==> config.mk <==
export PLATFORM = sky130hd
export DESIGN_NAME = sample_byte_packer
export DESIGN_NICKNAME = d
export VERILOG_FILES = /design/src/rtl/sample_pkg.sv /design/src/rtl/sample_word_fifo.sv /design/src/rtl/sample_byte_packer.sv
export SDC_FILE = /design/constraint.sdc
export NUM_CORES = 1
export LEC_CHECK = 0
export CORE_ASPECT_RATIO = 0.6
export CORE_MARGIN = 4
export CORE_UTILIZATION = 45
export CTS_BUF_LIST = sky130_fd_sc_hd__clkbuf_4 sky130_fd_sc_hd__clkbuf_8
export DETAILED_ROUTE_END_ITERATION = 6
export SLEW_MARGIN = 5
export SYNTH_ARGS = -nofsm -noshare
export SYNTH_HDL_FRONTEND = slang
export SYNTH_SLANG_ARGS = --single-unit
==> constraint.sdc <==
create_clock -name clk_in -period 5.2 [get_ports clk_in]
set_clock_uncertainty 0.1 [all_clocks]
set_input_delay 1.04 -clock clk_in [delete_from_list [all_inputs] [get_ports clk_in]]
set_output_delay 1.04 -clock clk_in [all_outputs]
set_load 0.05 [all_outputs]
==> src/rtl/sample_pkg.sv <==
// sample_pkg: shared constants and elaboration helpers for the sample stream blocks
package sample_pkg;
    localparam int BYTE_W = 8;
    function automatic int word_width(input int pack_bytes);
        return BYTE_W * pack_bytes;
    endfunction
    function automatic bit params_ok(input int pack_bytes, input int fifo_depth);
        return pack_bytes >= 2 && pack_bytes <= 8 && fifo_depth >= 2 && (fifo_depth & (fifo_depth - 1)) == 0;
    endfunction
endpackage

==> src/rtl/sample_word_fifo.sv <==
// sample_word_fifo: occupancy-counted word FIFO with sync clear
// Ports: clk_in/rst_low_in (async active-low), clear, push/wr_data, pop/rd_data (0 when empty), level/full/empty.
module sample_word_fifo
    import sample_pkg::*;
#(
    parameter int WIDTH = 32,
    parameter int DEPTH = 4
) (
    input  logic                         clk_in,
    input  logic                         rst_low_in,
    input  logic                         clear,
    input  logic                         push,
    input  logic [WIDTH-1:0]             wr_data,
    input  logic                         pop,
    output logic [WIDTH-1:0]             rd_data,
    output logic [$clog2(DEPTH+1)-1:0]   level,
    output logic                         full,
    output logic                         empty
);
    localparam int PW = $clog2(DEPTH);
    localparam int LW = $clog2(DEPTH + 1);
    logic [WIDTH-1:0] mem [DEPTH];
    logic [PW-1:0] wptr, rptr;
    logic do_push, do_pop;
    assign empty   = level == '0;
    assign full    = level == LW'(DEPTH);
    assign do_pop  = pop && !empty;
    // a pop on the same edge frees the slot, so a full FIFO can still accept
    assign do_push = push && (!full || do_pop);
    assign rd_data = empty ? '0 : mem[rptr];
    always_ff @(posedge clk_in or negedge rst_low_in) begin
        if (!rst_low_in) begin
            wptr  <= '0;
            rptr  <= '0;
            level <= '0;
        end else if (clear) begin
            wptr  <= '0;
            rptr  <= '0;
            level <= '0;
        end else begin
            if (do_push) wptr <= wptr + 1'b1;
            if (do_pop) rptr <= rptr + 1'b1;
            level <= level + LW'(do_push) - LW'(do_pop);
        end
    end
    always_ff @(posedge clk_in) begin
        if (do_push && !clear) mem[wptr] <= wr_data;
    end
endmodule

==> src/rtl/sample_byte_packer.sv <==
// sample_byte_packer: packs accepted bytes little-endian into words and queues them
// Ports: clk_in/rst_low_in (async active-low), data_in/data_ready_in byte stream, clear_in sync clear,
//        word_out/word_valid_out/word_ready_in output handshake, level_out FIFO occupancy, overflow_out sticky drop flag.
module sample_byte_packer
    import sample_pkg::*;
#(
    parameter int PACK_BYTES = 4,
    parameter int FIFO_DEPTH = 4
) (
    input  logic                                clk_in,
    input  logic                                rst_low_in,
    input  logic [7:0]                          data_in,
    input  logic                                data_ready_in,
    input  logic                                clear_in,
    output logic [word_width(PACK_BYTES)-1:0]   word_out,
    output logic                                word_valid_out,
    input  logic                                word_ready_in,
    output logic [$clog2(FIFO_DEPTH+1)-1:0]     level_out,
    output logic                                overflow_out
);
    localparam int CW = $clog2(PACK_BYTES);
    localparam logic [CW-1:0] LAST = CW'(PACK_BYTES - 1);
    if (!params_ok(PACK_BYTES, FIFO_DEPTH)) begin : g_bad_params
        $error("sample_byte_packer: PACK_BYTES must be 2..8 and FIFO_DEPTH a power of two >= 2");
    end
    logic [CW-1:0] cnt;
    logic [BYTE_W*(PACK_BYTES-1)-1:0] lanes;
    logic fin, pop, full, empty;
    assign fin = data_ready_in && cnt == LAST;
    assign pop = word_valid_out && word_ready_in;
    assign word_valid_out = !empty;
    always_ff @(posedge clk_in or negedge rst_low_in) begin
        if (!rst_low_in) begin
            cnt          <= '0;
            lanes        <= '0;
            overflow_out <= 1'b0;
        end else if (clear_in) begin
            cnt          <= '0;
            lanes        <= '0;
            overflow_out <= 1'b0;
        end else begin
            if (data_ready_in) begin
                cnt <= fin ? '0 : cnt + 1'b1;
                for (int i = 0; i < PACK_BYTES - 1; i++)
                    if (!fin && cnt == CW'(i)) lanes[i*BYTE_W +: BYTE_W] <= data_in;
            end
            if (fin && full && !pop) overflow_out <= 1'b1;
        end
    end
    // the final byte goes straight into the FIFO without passing through a lane
    sample_word_fifo #(.WIDTH(word_width(PACK_BYTES)), .DEPTH(FIFO_DEPTH)) u_fifo (
        .clk_in     (clk_in),
        .rst_low_in (rst_low_in),
        .clear      (clear_in),
        .push       (fin),
        .wr_data    ({data_in, lanes}),
        .pop        (pop),
        .rd_data    (word_out),
        .level      (level_out),
        .full       (full),
        .empty      (empty)
    );
endmodule

==> metrics list <==
- Floorplan die area: roughly 16000 um2
* Clock slew at reported path FFs: ~0.08 ns
* Top-count cell post-synth: sky130_fd_sc_hd__edfxtp_1
- Of the total synthesized cell area, the portion taken by XOR and XNOR cells is 0.004063.
- Latest clock arrival within the worst-skew pair: roughly 0.43 ns
- STA classifies the critical path startpoint as a register.
- Of the total synthesized cell area, the portion taken by full adders, half adders and majority gates is 0.02244.
- Number of buffers inserted by port buffering: a little under 50
- Counting both buffers and inverters, the worst setup path holds a total of 2.
- Number of max-capacitance violations reported: 0
* Crit-path cells: buf_4 -> mux4_2 -> nor2b_1 -> clkdlybuf4s50_1
- Element type at the critical path end: primary output
- Post-synthesis mux area share: 0.1163
- Global-route usage over all layers: 0.1681
- Relative to the synthesized area, the layout overhead comes to 19.08%.
- Total number of nets in the final design: 460
- The run finished with clean final reports.
- CORE AREA: 13870 um2
* Number of clock sinks: 162
- In this run, CTS created clock tree buffers numbering 17.
* Critical path data required time: between 4 and 5 ns
- Setup total negative slack on the finished layout was measured at 0 ns.
- Family of cells with the greatest summed delay on the critical path: flip-flops
- In the finished design, the share of the clock period the worst path needs comes to 0.8131.
- Wire length after detailed routing: roughly 13000 um
- Worst voltage drop across the vdd grid: 0.6137 mV
- After detailed routing, the average wire length per cell comes to between 15 and 20 um.
- From left edge to right edge, the die measures 162.8 um.
- Buffer depth of the longest clock path: 2
- Each instance of the synthesized netlist takes up on average about 17 um2.
- On the worst path, the slowest cell contributes a delay of between 1 and 1.5 ns.
* Post-Place Worst Slack: 1.378 ns
* Max Freq: around 240 MHz
* Number of antenna violations at the first check in global routing: 0
* Number of nets in the synthesized netlist: 400
* Largest net degree at the start of global routing: 38
- At the pin with the least slew margin, the transition time is between 1 and 1.5 ns.
* P per Cell Area: roughly 540 nW/um2
- At the worst endpoint, the arrival time is roughly 3.1 ns.
- In this run, post-CTS repair resized a total of 0 instances.
- The clock tree synthesis step divided the H-tree into 4 levels.
* Primary flip-flop cell chosen by synthesis mapping: sky130_fd_sc_hd__edfxtp_1
- For this run, asynchronously set or reset flops after synthesis account for 0.2099.
- The pre-antenna-repair detailed-routing pass consisted of 4 iterations.
- Cell with the largest stage delay on the worst path: sky130_fd_sc_hd__dfrtp_1
- The wire-length estimate of the detail-placed layout is 8088 um.
* Commonest cells in the synthesized netlist: sky130_fd_sc_hd__edfxtp_1, sky130_fd_sc_hd__dfrtp_1, sky130_fd_sc_hd__nor2b_1
- Of the post-synthesis cell area, the dominant cell type holds 0.5943.
* Total grt overflow: 0
- First-pass GRT wire length: slightly above 20000 um
* Vias in the first global route: 3524
- For this run, the register share of the synthesized area comes to 0.7259.
- For this configuration, the core starts out at a cell density of 0.4662.
- Most area-consuming cells after synthesis: sky130_fd_sc_hd__edfxtp_1, sky130_fd_sc_hd__dfrtp_1, sky130_fd_sc_hd__mux4_2, sky130_fd_sc_hd__nor2b_1, sky130_fd_sc_hd__a21oi_1
- Counting the fill cells in the layout gives approximately 1100.
- The count of pins over their slew limit is 0.
* Cell taking the most area after synthesis: sky130_fd_sc_hd__edfxtp_1
- Root buffer cell: sky130_fd_sc_hd__clkbuf_8
* Synth Warn #: 0
* Initial drt markers: around 290
- Worst reg2reg path startpoint: u_fifo.level[1]
- At the end of routability-driven placement, the weighted congestion stood at just over 0.7.
* Pleak: 2.621 nW
- Vias after detailed routing: 3412
- The startpoint identified for the worst hold timing path is lanes[23].
- Layout cell share with drive strength beyond 1: 0.1804
* Setup violators final: 0
* Synthesized cell area: 6467 um2
* Synthesized-area fraction occupied by and/or/nand/nor cells: 0.08570
* Min cycle time layout: approximately 4.2 ns
* Area fraction in compound gates after synthesis: 0.02225
- The number of hold violations in the final report is 0.
* Number of remaining DRC errors: 0
- The path class of the tightest hold or removal check is reg2reg.
- Worst relative slew slack: 0.2241
* Count of flip-flops with a built-in enable after synthesis: 128
- The number of hold buffers added after CTS was 0.
- TritonCTS built the clock tree.
* Critical Path Source: u_fifo.rptr[1]
- Count of standard-cell rows: 33
* Number of buffers inserted to repair setup after CTS: 0
* Unrepaired setup endpoints after global routing: false
* Type of the worst setup path: reg2out
* Overall die height: between 100 and 150 um
- Number of instances in the synthesized netlist: between 300 and 400
* IO Count: 50
* Peak fanout along the critical path: 24
* Diode count: 0
- Dominant combinational cell family by area after synthesis: multiplexers
- The netlist uses 28 different library cells.
* Post-layout worst setup margin: 0.9720 ns
- The detail route stage leaves a number of antenna-violating nets equal to 0.
* Vias per cell: around 5.3
- #FFs+latches synth: 162
power by group:
part / leakage, nW / switching [mW] / internal (mW)
sequential: 1.63 / 0.0885 / 1.42
clock: 0.247 / 0.432 / 0.662
combinational: 0.748 / 0.963 / 0.577
total: 2.62 / 1.48 / 2.66
layer usage:
layer	GRT usage	wire, um	vias up
met5	0	0	-
met1	0.2627	6427	1790
li1	-	-	1530
met2	0.2322	5471	84
met4	0.04768	104	0
met3	0.04536	667	8
kinds of logic (layout without fill, tap and decap cells):
logic type	after synthesis	after routing
multiplexers	35	35
buffers and inverters	30	103
XOR/XNOR	3	3
AO/OA/AOI/OAI	28	28
flip-flops	162	162
AND/OR/NAND/NOR	107	107
adder cells (fa/ha/maj)	11	11
placed cells by master, fill, tap and decap left out, types with 2 or more instances in the layout:
| master | count |
|---|---|
| sky130_fd_sc_hd__clkbuf_4 | 3 |
| sky130_fd_sc_hd__ha_1 | 10 |
| sky130_fd_sc_hd__bufinv_16 | 6 |
| sky130_fd_sc_hd__nor3_1 | 2 |
| sky130_fd_sc_hd__clkdlybuf4s50_1 | 49 |
| sky130_fd_sc_hd__xor2_1 | 2 |
| sky130_fd_sc_hd__edfxtp_1 | 128 |
| sky130_fd_sc_hd__dfrtp_1 | 33 |
| sky130_fd_sc_hd__clkinv_2 | 2 |
| sky130_fd_sc_hd__nor2b_1 | 33 |
| sky130_fd_sc_hd__nand2_1 | 29 |
| sky130_fd_sc_hd__and2_1 | 5 |
| sky130_fd_sc_hd__inv_1 | 9 |
| sky130_fd_sc_hd__buf_12 | 2 |
| sky130_fd_sc_hd__nand3_1 | 24 |
| sky130_fd_sc_hd__a21oi_1 | 25 |
| sky130_fd_sc_hd__nand2b_1 | 2 |
| sky130_fd_sc_hd__buf_4 | 11 |
| sky130_fd_sc_hd__clkbuf_8 | 19 |
| sky130_fd_sc_hd__mux2i_1 | 2 |
| sky130_fd_sc_hd__nor2_1 | 9 |
| sky130_fd_sc_hd__mux4_2 | 32 |
final timing paths:
check | endpoint | slack, ns | cells after the start
worst max-delay path | word_out[19] | 0.97 | 4
worst min-delay path | u_fifo.mem[3][23] | 0.42 | 0
worst max register to register | u_fifo.level[2] | 2.72 | 10
worst min register to register | u_fifo.mem[3][23] | 0.42 | 0
max in group asynchronous | u_fifo.rptr[0] | 3.73 | 2
min in group asynchronous | u_fifo.level[2] | 0.92 | 2
metrics by stage:
stage | instance area, um2 | total power [mW] | hold slack, ns | cells | utilization
after floorplan | 6467 | 2.624 | 0.3758 | 376 | -
after global placement | 7211 | 3.093 | 0.3977 | 609 | 0.5198
after detailed placement | 7211 | 3.100 | 0.4055 | 609 | 0.5198
after CTS | 7701 | 4.193 | 0.4286 | 641 | 0.5551
after global routing | 7701 | 4.336 | 0.4479 | 641 | 0.5551
final | 7701 | 4.144 | 0.4224 | 641 | 0.5551
cell type report:
type	count	area [um2]	share of cell area
clock inverters	10	206.4	0.02681
clock buffers	22	284.0	0.03688
flip-flops and latches	162	4696	0.6097
well taps	192	240.2	0.03119
inverters	9	33.78	0.004387
multi-input cells	184	1628	0.2114
repair buffers	62	613.1	0.07961
sequential cells by signal (all words and copies together) (netlist names):
register      count
cnt               2
lanes            24
overflow_out      1
u_fifo.level      3
u_fifo.mem      128
u_fifo.rptr       2
u_fifo.wptr       2
Note: power is estimated with default switching activity, not from simulation.
